===== config.mk =====
export PLATFORM = sky130hd
export DESIGN_NAME = muldiv_unit_flat
export DESIGN_NICKNAME = d
export VERILOG_FILES = /design/src/rtl/muldiv_unit_if.sv /design/src/rtl/muldiv_unit.sv /design/src/flat_wrapper.sv
export SDC_FILE = /design/constraint.sdc
export NUM_CORES = 1
export LEC_CHECK = 0
export BUFFER_PORTS_ARGS = -buffer_cell sky130_fd_sc_hd__buf_2
export CAP_MARGIN = 10
export CELL_PAD_IN_SITES_DETAIL_PLACEMENT = 0
export CELL_PAD_IN_SITES_GLOBAL_PLACEMENT = 1
export CORE_AREA = 5 5 241 185
export DETAILED_ROUTE_END_ITERATION = 12
export DIE_AREA = 0 0 246 190
export HOLD_SLACK_MARGIN = 0.15
export PLACE_DENSITY_LB_ADDON = 0.1
export SYNTH_ARGS = -nofsm -noshare
export SYNTH_HDL_FRONTEND = slang
export SYNTH_SLANG_ARGS = --single-unit
export TNS_END_PERCENT = 50

===== constraint.sdc =====
create_clock -name clock -period 10.4 [get_ports clock]
set_clock_uncertainty 0.2 [all_clocks]
set_input_delay 2.08 -clock clock [delete_from_list [all_inputs] [get_ports clock]]
set_output_delay 2.08 -clock clock [all_outputs]
set_load 0.01 [all_outputs]

===== src/rtl/muldiv_unit_if.sv =====
// muldiv_pkg: RV32M operation codes from ALU control.
// muldiv_if: start/done request bus between datapath and muldiv_unit.
package muldiv_pkg;
  localparam logic [4:0] ALU_MUL    = 5'b10000;
  localparam logic [4:0] ALU_MULH   = 5'b10001;
  localparam logic [4:0] ALU_MULHSU = 5'b10010;
  localparam logic [4:0] ALU_MULHU  = 5'b10011;
  localparam logic [4:0] ALU_DIV    = 5'b10100;
  localparam logic [4:0] ALU_DIVU   = 5'b10101;
  localparam logic [4:0] ALU_REM    = 5'b10110;
  localparam logic [4:0] ALU_REMU   = 5'b10111;
endpackage

interface muldiv_if #(
  parameter int XLEN = 32
);
  logic            start;
  logic [4:0]      alu_function;
  logic [XLEN-1:0] operand_a;
  logic [XLEN-1:0] operand_b;
  logic            flush;
  logic            busy;
  logic            done;
  logic [XLEN-1:0] result;

  modport master (
    output start, alu_function,
    output operand_a, operand_b, flush,
    input  busy, done, result
  );

  modport slave (
    input  start, alu_function,
    input  operand_a, operand_b, flush,
    output busy, done, result
  );
endinterface


===== src/rtl/muldiv_unit.sv =====
// muldiv_unit: iterative RV32M multiply/divide, one bit per cycle.
// Define MULDIV_FAST_MUL_EN for single-cycle multiplies.
module muldiv_unit
  import muldiv_pkg::*;
#(
  parameter int XLEN = 32
) (
  input  logic     clock,
  input  logic     reset_n,
  muldiv_if.slave  bus
);

  typedef enum logic [1:0] {
    IDLE,
    CALC,
    DONE
  } state_t;

  state_t state, state_n;

  logic [5:0]      cnt;
  logic [4:0]      op;
  logic            neg;
  logic [XLEN-1:0] mag, hi, lo;
  logic [XLEN-1:0] res_q;
  logic            busy_q, done_q;

  logic [4:0]      f;
  logic [XLEN-1:0] a, b;
  logic            a_neg, b_neg;
  logic            in_neg, fast;
  logic [XLEN-1:0] a_mag, b_mag, fres;
  logic            accept, last;

  logic [XLEN:0]     sum, rs, diff;
  logic [XLEN-1:0]   s_hi, s_lo, fin;
  logic [2*XLEN-1:0] prod, prodc;

`ifdef MULDIV_FAST_MUL_EN
  logic [2*XLEN-1:0] full, fullc;
`endif

  assign f      = bus.alu_function;
  assign a      = bus.operand_a;
  assign b      = bus.operand_b;
  assign last   = (cnt == 6'd31);
  assign accept = (state != CALC) && bus.start
               && !bus.flush;

  assign a_mag = a_neg ? -a : a;
  assign b_mag = b_neg ? -b : b;

`ifdef MULDIV_FAST_MUL_EN
  assign full  = {{XLEN{1'b0}}, a_mag}
               * {{XLEN{1'b0}}, b_mag};
  assign fullc = in_neg ? -full : full;
`endif

  // Decode the incoming op: operand signs and fast-path result.
  always_comb begin
    a_neg  = 1'b0;
    b_neg  = 1'b0;
    in_neg = 1'b0;
    fast   = 1'b0;
    fres   = '0;
    unique case (f)
      ALU_MUL, ALU_MULHU: ;
      ALU_MULH: begin
        a_neg  = a[XLEN-1];
        b_neg  = b[XLEN-1];
        in_neg = a[XLEN-1] ^ b[XLEN-1];
      end
      ALU_MULHSU: begin
        a_neg  = a[XLEN-1];
        in_neg = a[XLEN-1];
      end
      ALU_DIV: begin
        a_neg  = a[XLEN-1];
        b_neg  = b[XLEN-1];
        in_neg = a[XLEN-1] ^ b[XLEN-1];
        if (b == '0) begin
          fast = 1'b1;
          fres = '1;
        end else if (a == {1'b1, {(XLEN-1){1'b0}}}
                     && b == '1) begin
          fast = 1'b1;
          fres = a;
        end
      end
      ALU_DIVU: begin
        if (b == '0) begin
          fast = 1'b1;
          fres = '1;
        end
      end
      ALU_REM: begin
        a_neg  = a[XLEN-1];
        b_neg  = b[XLEN-1];
        in_neg = a[XLEN-1];
        if (b == '0) begin
          fast = 1'b1;
          fres = a;
        end else if (a == {1'b1, {(XLEN-1){1'b0}}}
                     && b == '1) begin
          fast = 1'b1;
          fres = '0;
        end
      end
      ALU_REMU: begin
        if (b == '0) begin
          fast = 1'b1;
          fres = a;
        end
      end
      default: fast = 1'b1;
    endcase
`ifdef MULDIV_FAST_MUL_EN
    if (f == ALU_MUL) begin
      fast = 1'b1;
      fres = fullc[XLEN-1:0];
    end else if (f == ALU_MULH || f == ALU_MULHSU
                 || f == ALU_MULHU) begin
      fast = 1'b1;
      fres = fullc[2*XLEN-1:XLEN];
    end
`endif
  end

  // One shift-add or restoring-divide step; op[2] marks divides.
  always_comb begin
    sum  = {1'b0, hi}
         + (lo[0] ? {1'b0, mag} : '0);
    rs   = {hi, lo[XLEN-1]};
    diff = rs - {1'b0, mag};
    s_hi = sum[XLEN:1];
    s_lo = {sum[0], lo[XLEN-1:1]};
    if (op[2]) begin
      if (!diff[XLEN]) begin
        s_hi = diff[XLEN-1:0];
        s_lo = {lo[XLEN-2:0], 1'b1};
      end else begin
        s_hi = rs[XLEN-1:0];
        s_lo = {lo[XLEN-2:0], 1'b0};
      end
    end
  end

  // Sign-correct the final step into the architectural result.
  always_comb begin
    prod  = {s_hi, s_lo};
    prodc = neg ? -prod : prod;
    fin   = neg ? -s_hi : s_hi;
    unique case (op)
      ALU_MUL:  fin = prodc[XLEN-1:0];
      ALU_MULH, ALU_MULHSU, ALU_MULHU:
                fin = prodc[2*XLEN-1:XLEN];
      ALU_DIV, ALU_DIVU:
                fin = neg ? -s_lo : s_lo;
      default: ;
    endcase
  end

  // Next-state logic; flush beats start and any step.
  always_comb begin
    state_n = state;
    unique case (state)
      IDLE, DONE: begin
        if (bus.flush)
          state_n = IDLE;
        else if (bus.start)
          state_n = fast ? DONE : CALC;
        else
          state_n = IDLE;
      end
      CALC: begin
        if (bus.flush)
          state_n = IDLE;
        else if (last)
          state_n = DONE;
      end
      default: state_n = IDLE;
    endcase
  end

  // State register with registered busy/done flags.
  always_ff @(posedge clock) begin
    if (!reset_n) begin
      state  <= IDLE;
      busy_q <= 1'b0;
      done_q <= 1'b0;
    end else begin
      state  <= state_n;
      busy_q <= (state_n == CALC);
      done_q <= (state_n == DONE);
    end
  end

  // Operand capture, iteration and result write-back.
  always_ff @(posedge clock) begin
    if (!reset_n) begin
      cnt   <= '0;
      op    <= '0;
      neg   <= 1'b0;
      mag   <= '0;
      hi    <= '0;
      lo    <= '0;
      res_q <= '0;
    end else if (accept) begin
      op  <= f;
      neg <= in_neg;
      cnt <= '0;
      hi  <= '0;
      mag <= f[2] ? b_mag : a_mag;
      lo  <= f[2] ? a_mag : b_mag;
      if (fast)
        res_q <= fres;
    end else if (state == CALC && !bus.flush) begin
      hi  <= s_hi;
      lo  <= s_lo;
      cnt <= cnt + 6'd1;
      if (last)
        res_q <= fin;
    end else if (state == CALC) begin
      cnt <= '0;
    end
  end

  assign bus.busy   = busy_q;
  assign bus.done   = done_q;
  assign bus.result = res_q;

endmodule


===== src/flat_wrapper.sv =====
// flat-port wrapper written by rule: the top's interface ports become plain ports
module muldiv_unit_flat import muldiv_pkg::*;
#(
  parameter int XLEN = 32
)
  (clock, reset_n, bus_start, bus_alu_function, bus_operand_a, bus_operand_b, bus_flush, bus_busy, bus_done, bus_result);
  muldiv_if #(.XLEN(XLEN)) bus_i ();
  input  logic clock;
  input  logic reset_n;
  input wire logic [$bits(bus_i.start)-1:0] bus_start;
  input wire logic [$bits(bus_i.alu_function)-1:0] bus_alu_function;
  input wire logic [$bits(bus_i.operand_a)-1:0] bus_operand_a;
  input wire logic [$bits(bus_i.operand_b)-1:0] bus_operand_b;
  input wire logic [$bits(bus_i.flush)-1:0] bus_flush;
  output wire logic [$bits(bus_i.busy)-1:0] bus_busy;
  output wire logic [$bits(bus_i.done)-1:0] bus_done;
  output wire logic [$bits(bus_i.result)-1:0] bus_result;
  assign bus_i.start = bus_start;
  assign bus_i.alu_function = bus_alu_function;
  assign bus_i.operand_a = bus_operand_a;
  assign bus_i.operand_b = bus_operand_b;
  assign bus_i.flush = bus_flush;
  assign bus_busy = bus_i.busy;
  assign bus_done = bus_i.done;
  assign bus_result = bus_i.result;
  muldiv_unit #(.XLEN(XLEN)) u_core (.clock(clock), .reset_n(reset_n), .bus(bus_i));
endmodule

==> out/qor.yml, run 1 <==
floorplanning:
  fp.dieH_microns: 190
  initial_core_util_pct: 39.18
  top_level_ports: 107
  dieArea_sq_um: 46740
  die_x_microns: 246
  num_rows: 66
  core_area_sq_um: 42280
cts:
  cts_hold_buf: 0
  post-cts-setup-buffer-count: 0
  clkSinkCount: 144
  numCtsBuffers: 17
  cts_tree: "done"
  cts_root_buffer: "clkbuf_16"
  htreeDepth: 4
  cts.clk_slew.worst_paths_ps: 70
  cts_buffer_depth: 2
  post_cts_resize_count: 0
  clkLatencyLatePin_ps: 490
setup_path:
  critical_path_class: "in2reg"
  crit_chain: "buf_2, inv_1, ha_1, nand2_1, or3_1, nor2b_1, nor4b_1, nand3_1, nor3_1, o21ai_0, nand2_1, a21o_1, buf_4, nand3_1, o21ai_0, a211o_1"
  reg2reg_slack_ps: 4010
  r2r-start: "u_core.lo[31]"
  critPathRequiredTime_ps: 10630
  cp.arrival_ps: 6690
  worstSetupStartpointType: "primary input"
  max_stage_delay_ps: 620
  path_max_fanout: 45
  worst_r2r_path_depth: 17
  crit_slowest_cell: "nor4b_1"
  worst_setup_path_end_kind: "flop"
  r2r-end: "u_core.bus.result[28]"
finish:
  nets: 2584
  areaGrowthSynthToFinish_pct: 9.833
  drive_gt1_share_pct: 9.829
  antennaDiodeCount: 0
logic_synthesis:
  ys_warn_count: 0
  synth.net_count: 2577
  ys_types: 92
  async_reset_ff_share_pct: 0
  synth_top_cell_area_share_pct: 17.40
  synth_seq_cells: 144
  syn_area_per_cell_sq_um: 6.812
  synth-edff-count: 0
  syn-cell-area_sq_um: 16570
  synth_top_flop_cell: "dfxtp_1"
  synth_area_leaders: "dfxtp_1 (17%), a21oi_1 (7.2%), nand2_1 (6.7%), nor2_1 (5.9%), o21ai_0 (5.6%)"
  netlist_instances: 2432
  synth_top_cell_by_area: "dfxtp_1"
  ys_seq_area_share_pct: 17.40
timing:
  min_period_ps: 6464
  tightest_slew_ps: 1136
  finalHoldViolations: 0
  fin_setup_tns_ps: 0
  relSlewSlack_pct: 23.54
  min_period_over_period_pct: 62.15
  setup_viol: 0
  holdWs_ps: 259.6
  drv_slew: 0
  rsz0062_at_grt: "false"
  max_freq_ghz: 0.1547
hold_path:
  hold-path-endpoint: "u_core.mag[19]"
  min_from: "u_core.mag[19]"
  hp-class: "reg2reg"
  hold_depth: 2
global_route:
  grt_pass1_vias: 17430
  grt_pass1_wl_microns: 116400
  antenna_found_initial: 1
  grt_max_degree: 83
  grtUsageTotal_pct: 32.59
  grt_overflow: 0
route:
  routed_via_density: 6.409
  drt_iter0_drc: 2460
  drcViolationCount: 0
  routedWlPerCell_microns: 26.04
  vias: 19420
  dr.pass1.iters: 8
  wl_microns: 78900
  ant_nets: 0
placement:
  port_buffers: 106
  dp_hpwl_microns: 62090
  gp_congestion: 0.9893
run:
  max-cap-violations: 0
status:
  status: "completed"
power:
  power_density_nw_per_um2: 106.5
  irDropWorstVdd_mv: 0.1361
  power_mw: 1.938
  p_leak_nw: 6.952
-- how the worst max path moves through the flow --
| stage | start | to | depth (start not counted) |
|---|---|---|---|
| final | bus_operand_b[0] | u_core.bus.result[13] | 16 |
| after floorplan | u_core.lo[31] | u_core.bus.result[18] | 24 |
| after CTS | u_core.lo[31] | u_core.bus.result[25] | 18 |
| after global placement | bus_operand_b[0] | u_core.bus.result[13] | 16 |
| after global routing | bus_operand_b[6] | u_core.bus.result[13] | 15 |
| after detailed placement | bus_operand_b[0] | u_core.bus.result[13] | 16 |
-- Yosys cell counts (7+ instances only) --
library cell and count:
and2_1 44, nand3_1 51, a21oi_1 237, o21ai_0 184, a311oi_1 14, o41ai_1 11, a211o_1 15, or3_1 22
and3_1 18, or4_1 15, o31ai_1 29, o221ai_1 19, nor3b_1 10, ha_1 70, mux2_2 14, a21o_1 24
o2111ai_1 9, mux2i_1 53, a31o_2 7, a21boi_0 9, nand2_1 296, o21bai_1 9, a211oi_1 57, a31oi_1 32
nand4_1 34, and4_1 7, nor2_1 261, nor2b_1 15, xor2_1 74, nor3_1 70, or2_2 7, buf_1 15
dfxtp_1 144, inv_1 68, o21a_1 10, clkbuf_1 123, buf_2 21, nand2b_1 24, o22ai_1 8, xnor2_1 86
o211ai_1 73, a221oi_1 8, nor4_1 17
-- through the flow --
| step | cell area [sq um] | utilization, % | setup slack [ps] | instances |
|---|---|---|---|---|
| after floorplan | 16570 | - | 4990 | 2432 |
| after global placement | 17540 | 41.50 | 3587 | 2997 |
| after detailed placement | 17540 | 41.50 | 3608 | 2997 |
| after CTS | 18180 | 43.01 | 4094 | 3029 |
| after global routing | 18200 | 43.04 | 3577 | 3030 |
| final | 18200 | 43.04 | 3936 | 3030 |
-- cell usage in the layout, fill, tap and decap left out, types with 57 or more instances in the layout --
| cell type | n |
|---|---|
| a211oi_1 | 57 |
| a21oi_1 | 237 |
| buf_2 | 106 |
| dfxtp_1 | 142 |
| ha_1 | 70 |
| inv_1 | 68 |
| nand2_1 | 296 |
| nor2_1 | 258 |
| nor3_1 | 67 |
| o211ai_1 | 73 |
| o21ai_0 | 184 |
| xnor2_1 | 86 |
| xor2_1 | 74 |
-- state kept, by name, summed over array words and instances, names as in the netlist --
| name | cells |
|---|---|
| u_core.op | 5 |
| u_core.hi | 32 |
| u_core.cnt | 6 |
| u_core.bus.result | 32 |
| u_core.bus.done | 1 |
| u_core.mag | 32 |
| u_core.lo | 32 |
| u_core.state | 2 |
| u_core.bus.busy | 1 |
| u_core.neg | 1 |
-- report_power, final --
| part | switching, mW | leakage, nW | internal, mW |
|---|---|---|---|
| Combinational | 0.426 | 5.47 | 0.193 |
| Sequential | 0.0288 | 1.18 | 0.575 |
| Clock | 0.303 | 0.310 | 0.412 |
-- cell type report --
class	count	area [sq um]
fill	4553	24080
multi-input combinational	2054	12810
sequential	144	2888
timing repair buffer	149	857.1
tap	578	723.2
clock buffer	18	439.2
inverter	73	274.0
clock inverter	14	201.4
-- metal layers --
layer / share of wire, % / up-vias / GRT usage, % / routed length [microns]
met3: 9.8 / 61 / 6.966 / 7742
li1: - / 8976 / - / -
met5: 0 / - / 0 / 0
met2: 41 / 937 / 45.75 / 32120
met1: 48 / 9446 / 50.63 / 37560
met4: 1.9 / 0 / 6.843 / 1486
-- cells by family after synthesis --
family / share of synthesized area, %
buffers and inverters: 5.506
muxes: 4.154
adders and majority gates: 5.528
xor gates and xnor gates: 8.459
DFF: 17.40
AOI/OAI and AO/OA: 33.00
and+or+nand+nor: 25.96
-- worst max-delay path: cells and delay by family --
family / cells / cell delay, ps
compound gates: 4 / 840
buf+inv: 3 / 650
fa+ha+maj: 1 / 220
simple gates: 8 / 2850
(Power assumes the default switching activity.)
==> run 2: changes to the inputs <==
clock period = 5.18 ns   (was 10.4 ns; I/O delays follow)
==> run 2 against run 1 <==
Effect of this change: combinational power up 140%; die area unchanged; first-iteration DRC count up 10%; worst hold slack got worse by 11 ps; sequential power up 99%; count of clock-buffer cells in the layout rose by 1; sequential share of layout area decreased by 1.8 points; setup slack lost 3800 ps; largest cell class unchanged.
==> out/qor.yml, run 2 (synthesis results as in run 1) <==
status:
  status: "completed"  # unchanged
cts:
  clkSinkCount: 144  # unchanged
  cts.clk_slew.worst_paths_ps: 70  # about the same
  htreeDepth: 4  # unchanged
  cts_buffer_depth: 2  # unchanged
  clkLatencyLatePin_ps: 460  # was 490 ps
  cts_hold_buf: 0  # unchanged
  numCtsBuffers: 17  # unchanged
  cts_root_buffer: "clkbuf_16"  # unchanged
  cts_tree: "done"  # unchanged
global_route:
  grt_overflow: 0  # unchanged
  grt_pass1_wl_microns: 122200  # was 116,400 microns
  grt_pass1_vias: 18500  # was 17,430
  grt_max_degree: 59  # was 83
  antenna_found_initial: 3  # was 1
  grtUsageTotal_pct: 34.39  # was 32.59%
setup_path:
  crit_cells: 20  # was 16
  r2r-start: "u_core.mag[4]"  # was u_core.lo[31]
  worstSetupStartpointType: "flop"  # was primary input
  worst_r2r_path_depth: 20  # was 17
  r2r-end: "u_core.bus.result[24]"  # was u_core.bus.result[28]
  cp_top_family: "compound AO/OA/AOI/OAI gates"  # was simple AND/OR/NAND/NOR gates
  crit_slowest_cell: "a221oi_1"  # was nor4b_1
  crit_chain: "inv_1, ha_1, buf_4, and2_1, a221oi_2, buf_4, nand2_1, a221oi_1, nor3_1, nand3_1, a32o_1, buf_4, a311o_1, nor3_2, buf_4, a41oi_1, mux2i_1, o221ai_1, buf_4, a21oi_1"  # was buf_2, inv_1, ha_1, nand2_1, or3_1, nor2b_1, nor4b_1, nand3_1, nor3_1, o21ai_0, nand2_1, a21o_1, buf_4, nand3_1, o21ai_0, a211o_1
  critPathRequiredTime_ps: 5380  # was 10,630 ps
  cp_common_cell: "buf_4"
  max_stage_delay_ps: 890  # was 620 ps
  reg2reg_slack_ps: 110  # was 4010 ps
  crit_buf_inv: 6  # was 3
  worst_setup_path_end_kind: "flop"  # unchanged
  path_max_fanout: 5  # was 45
  cp.arrival_ps: 5260  # was 6690 ps
  critical_path_class: "reg2reg"  # was in2reg
route:
  vias: 20480  # was 19,420
  ant_nets: 0  # unchanged
  routed_via_density: 6.246  # was 6.409
  wl_microns: 83430  # was 78,900 microns
  dr.pass1.iters: 6  # was 8
  routedWlPerCell_microns: 25.44  # was 26.04 microns
  drcViolationCount: 0  # unchanged
  drt_iter0_drc: 2718  # was 2,460
run:
  max-cap-violations: 0  # unchanged
finish:
  antennaDiodeCount: 0  # unchanged
  ff_latch_area_sq_um: 2889  # was 2888 sq um
  drive_gt1_share_pct: 20.21  # was 9.829%
  final_cell_mix: "nand2_1 (295), buf_4 (287), nor2_1 (255), a21oi_1 (229), o21ai_0 (179)"  # was nand2_1 (296), nor2_1 (258), a21oi_1 (237), o21ai_0 (184), dfxtp_1 (142)
  final_cells: 3279  # was 3,030
  nets: 2833  # was 2,584
  areaGrowthSynthToFinish_pct: 23.80  # was 9.833%
  fillCellCount: 4433  # was 4,553
  multi_input_area_sq_um: 13220  # was 12,810 sq um
  final_core_util_pct: 48.51  # was 43.04%
  final_common_cell: "nand2_1"  # unchanged
placement:
  port_buffers: 106  # unchanged
  dp_hpwl_microns: 67880  # was 62,090 microns
  placed_cells: 3243  # was 2,997
  dp_worst_setup_slack_ps: -252.0  # was 3608 ps
  gp_congestion: 1.010  # was 0.9893
power:
  pwr-share-clk_pct: 34.8  # was 36.9%
  irDropWorstVdd_mv: 0.2532  # was 0.1361 mV
  pwr-share-seq_pct: 29.1  # was 31.2%
  p_leak_nw: 8.269  # was 6.952 nW
  power_frac_comb_pct: 36.1  # was 31.9%
  netSwitchingFraction_pct: 38.81  # was 39.08%
  power_density_nw_per_um2: 201.2  # was 106.5 nW/um^2
  power_mw: 4.126  # was 1.938 mW
  power.switching_mw: 1.601  # was 0.7575 mW
  internal_power_mw: 2.525  # was 1.181 mW
timing:
  drv_slew: 0  # unchanged
  worst_slack_ps: 114.9  # was 3936 ps
  tightest_slew_ps: 1048  # was 1136 ps
  fin_setup_tns_ps: 0  # unchanged
  min_period_ps: 5065
  max_freq_ghz: 0.1974
  min_period_over_period_pct: 97.78
  finalHoldViolations: 0  # unchanged
  relSlewSlack_pct: 30.13  # was 23.54%
  setup_viol: 0  # unchanged
floorplanning:
  core_area_sq_um: 42280  # unchanged
  initial_core_util_pct: 39.18  # unchanged
  die_x_microns: 246  # unchanged
  top_level_ports: 107  # unchanged
  num_rows: 66  # unchanged
  dieArea_sq_um: 46740  # unchanged
  fp.dieH_microns: 190  # unchanged
hold_path:
  hp-class: "reg2reg"  # unchanged
  hold_depth: 2  # unchanged
  hold-path-endpoint: "u_core.op[3]"  # was u_core.mag[19]
  min_from: "u_core.op[3]"  # was u_core.mag[19]
## run 2: changes by cell type in the layout (fill, tap and decap cells not counted), moves of 4 or more
cell	before	now
a21oi_2	2	9
ha_4	0	4
o21ai_2	0	4
nor3_2	3	7
nor3_1	67	63
o41ai_1	11	6
ha_1	70	65
a21oi_1	237	229
o21ai_0	184	179
buf_4	42	287
## run 2: power groups by stage
stage / sequential [mW] / combinational [mW] / clock [mW]
floorplan: 1.21 / 0.768 / 0
global placement: 1.22 / 1.39 / 0
detailed placement: 1.23 / 1.40 / 0
CTS: 1.20 / 1.40 / 1.44
global route: 1.21 / 1.58 / 1.50
finish: 1.20 / 1.49 / 1.43
## run 2: per-stage QoR
step           area (sq um)  hold slack, ps
2_1_floorplan         16580           231.2
6_report              20510           248.9
3_3_place_gp          19440           240.0
5_1_grt               20510           289.8
4_1_cts               20110           252.0
3_5_place_dp          19440           243.8
## run 2: worst max path at each step
stage	slack (ps)	endpoint	start
after floorplan	40	u_core.bus.result[30]	u_core.lo[31]
final	110	u_core.bus.result[24]	u_core.mag[4]
after CTS	3	u_core.bus.result[26]	u_core.mag[7]
after detailed placement	-250	u_core.bus.result[16]	u_core.mag[0]
after global placement	-140	u_core.bus.result[16]	u_core.mag[0]
after global routing	-50	u_core.bus.result[22]	u_core.mag[4]
## run 2: what timing repair did
item / CTS / global route
endpoints found under the setup margin: 3 / 25
buffers inserted: 0 / 4
pin swaps: 1 / 20
endpoints found under the hold margin: 0 / 0
gates resized for setup: 4 / 72
## run 2: area by class of cell
class	instances	area share, %
multi-input cells	2054	64.43
flip-flops and latches	144	14.09
repair buffers	398	13.49
well taps	578	3.526
clock buffers	19	2.159
inverters	73	1.336
clock inverters	13	0.9699
## run 2: worst register-to-register path: stages, from the launching register on
cell and delay (ps):
dfxtp_1 360, inv_1 50, ha_1 280, buf_4 150
and2_1 180, a221oi_2 460, buf_4 230, nand2_1 90
a221oi_1 890, nor3_1 150, nand3_1 160, a32o_1 240
buf_4 160, a311o_1 210, nor3_2 90, buf_4 150
a41oi_1 250, mux2i_1 240, o221ai_1 160, buf_4 190
a21oi_1 110
## run 2: metal layers
layer | part of all wire, % | vias up | global-route usage, %
li1 | - | 9499 | -
met2 | 39 | 1034 | 46.90
met4 | 2.4 | 2 | 8.494
met1 | 48 | 9861 | 52.93
met5 | 0.016 | - | 0
met3 | 11 | 83 | 9.143
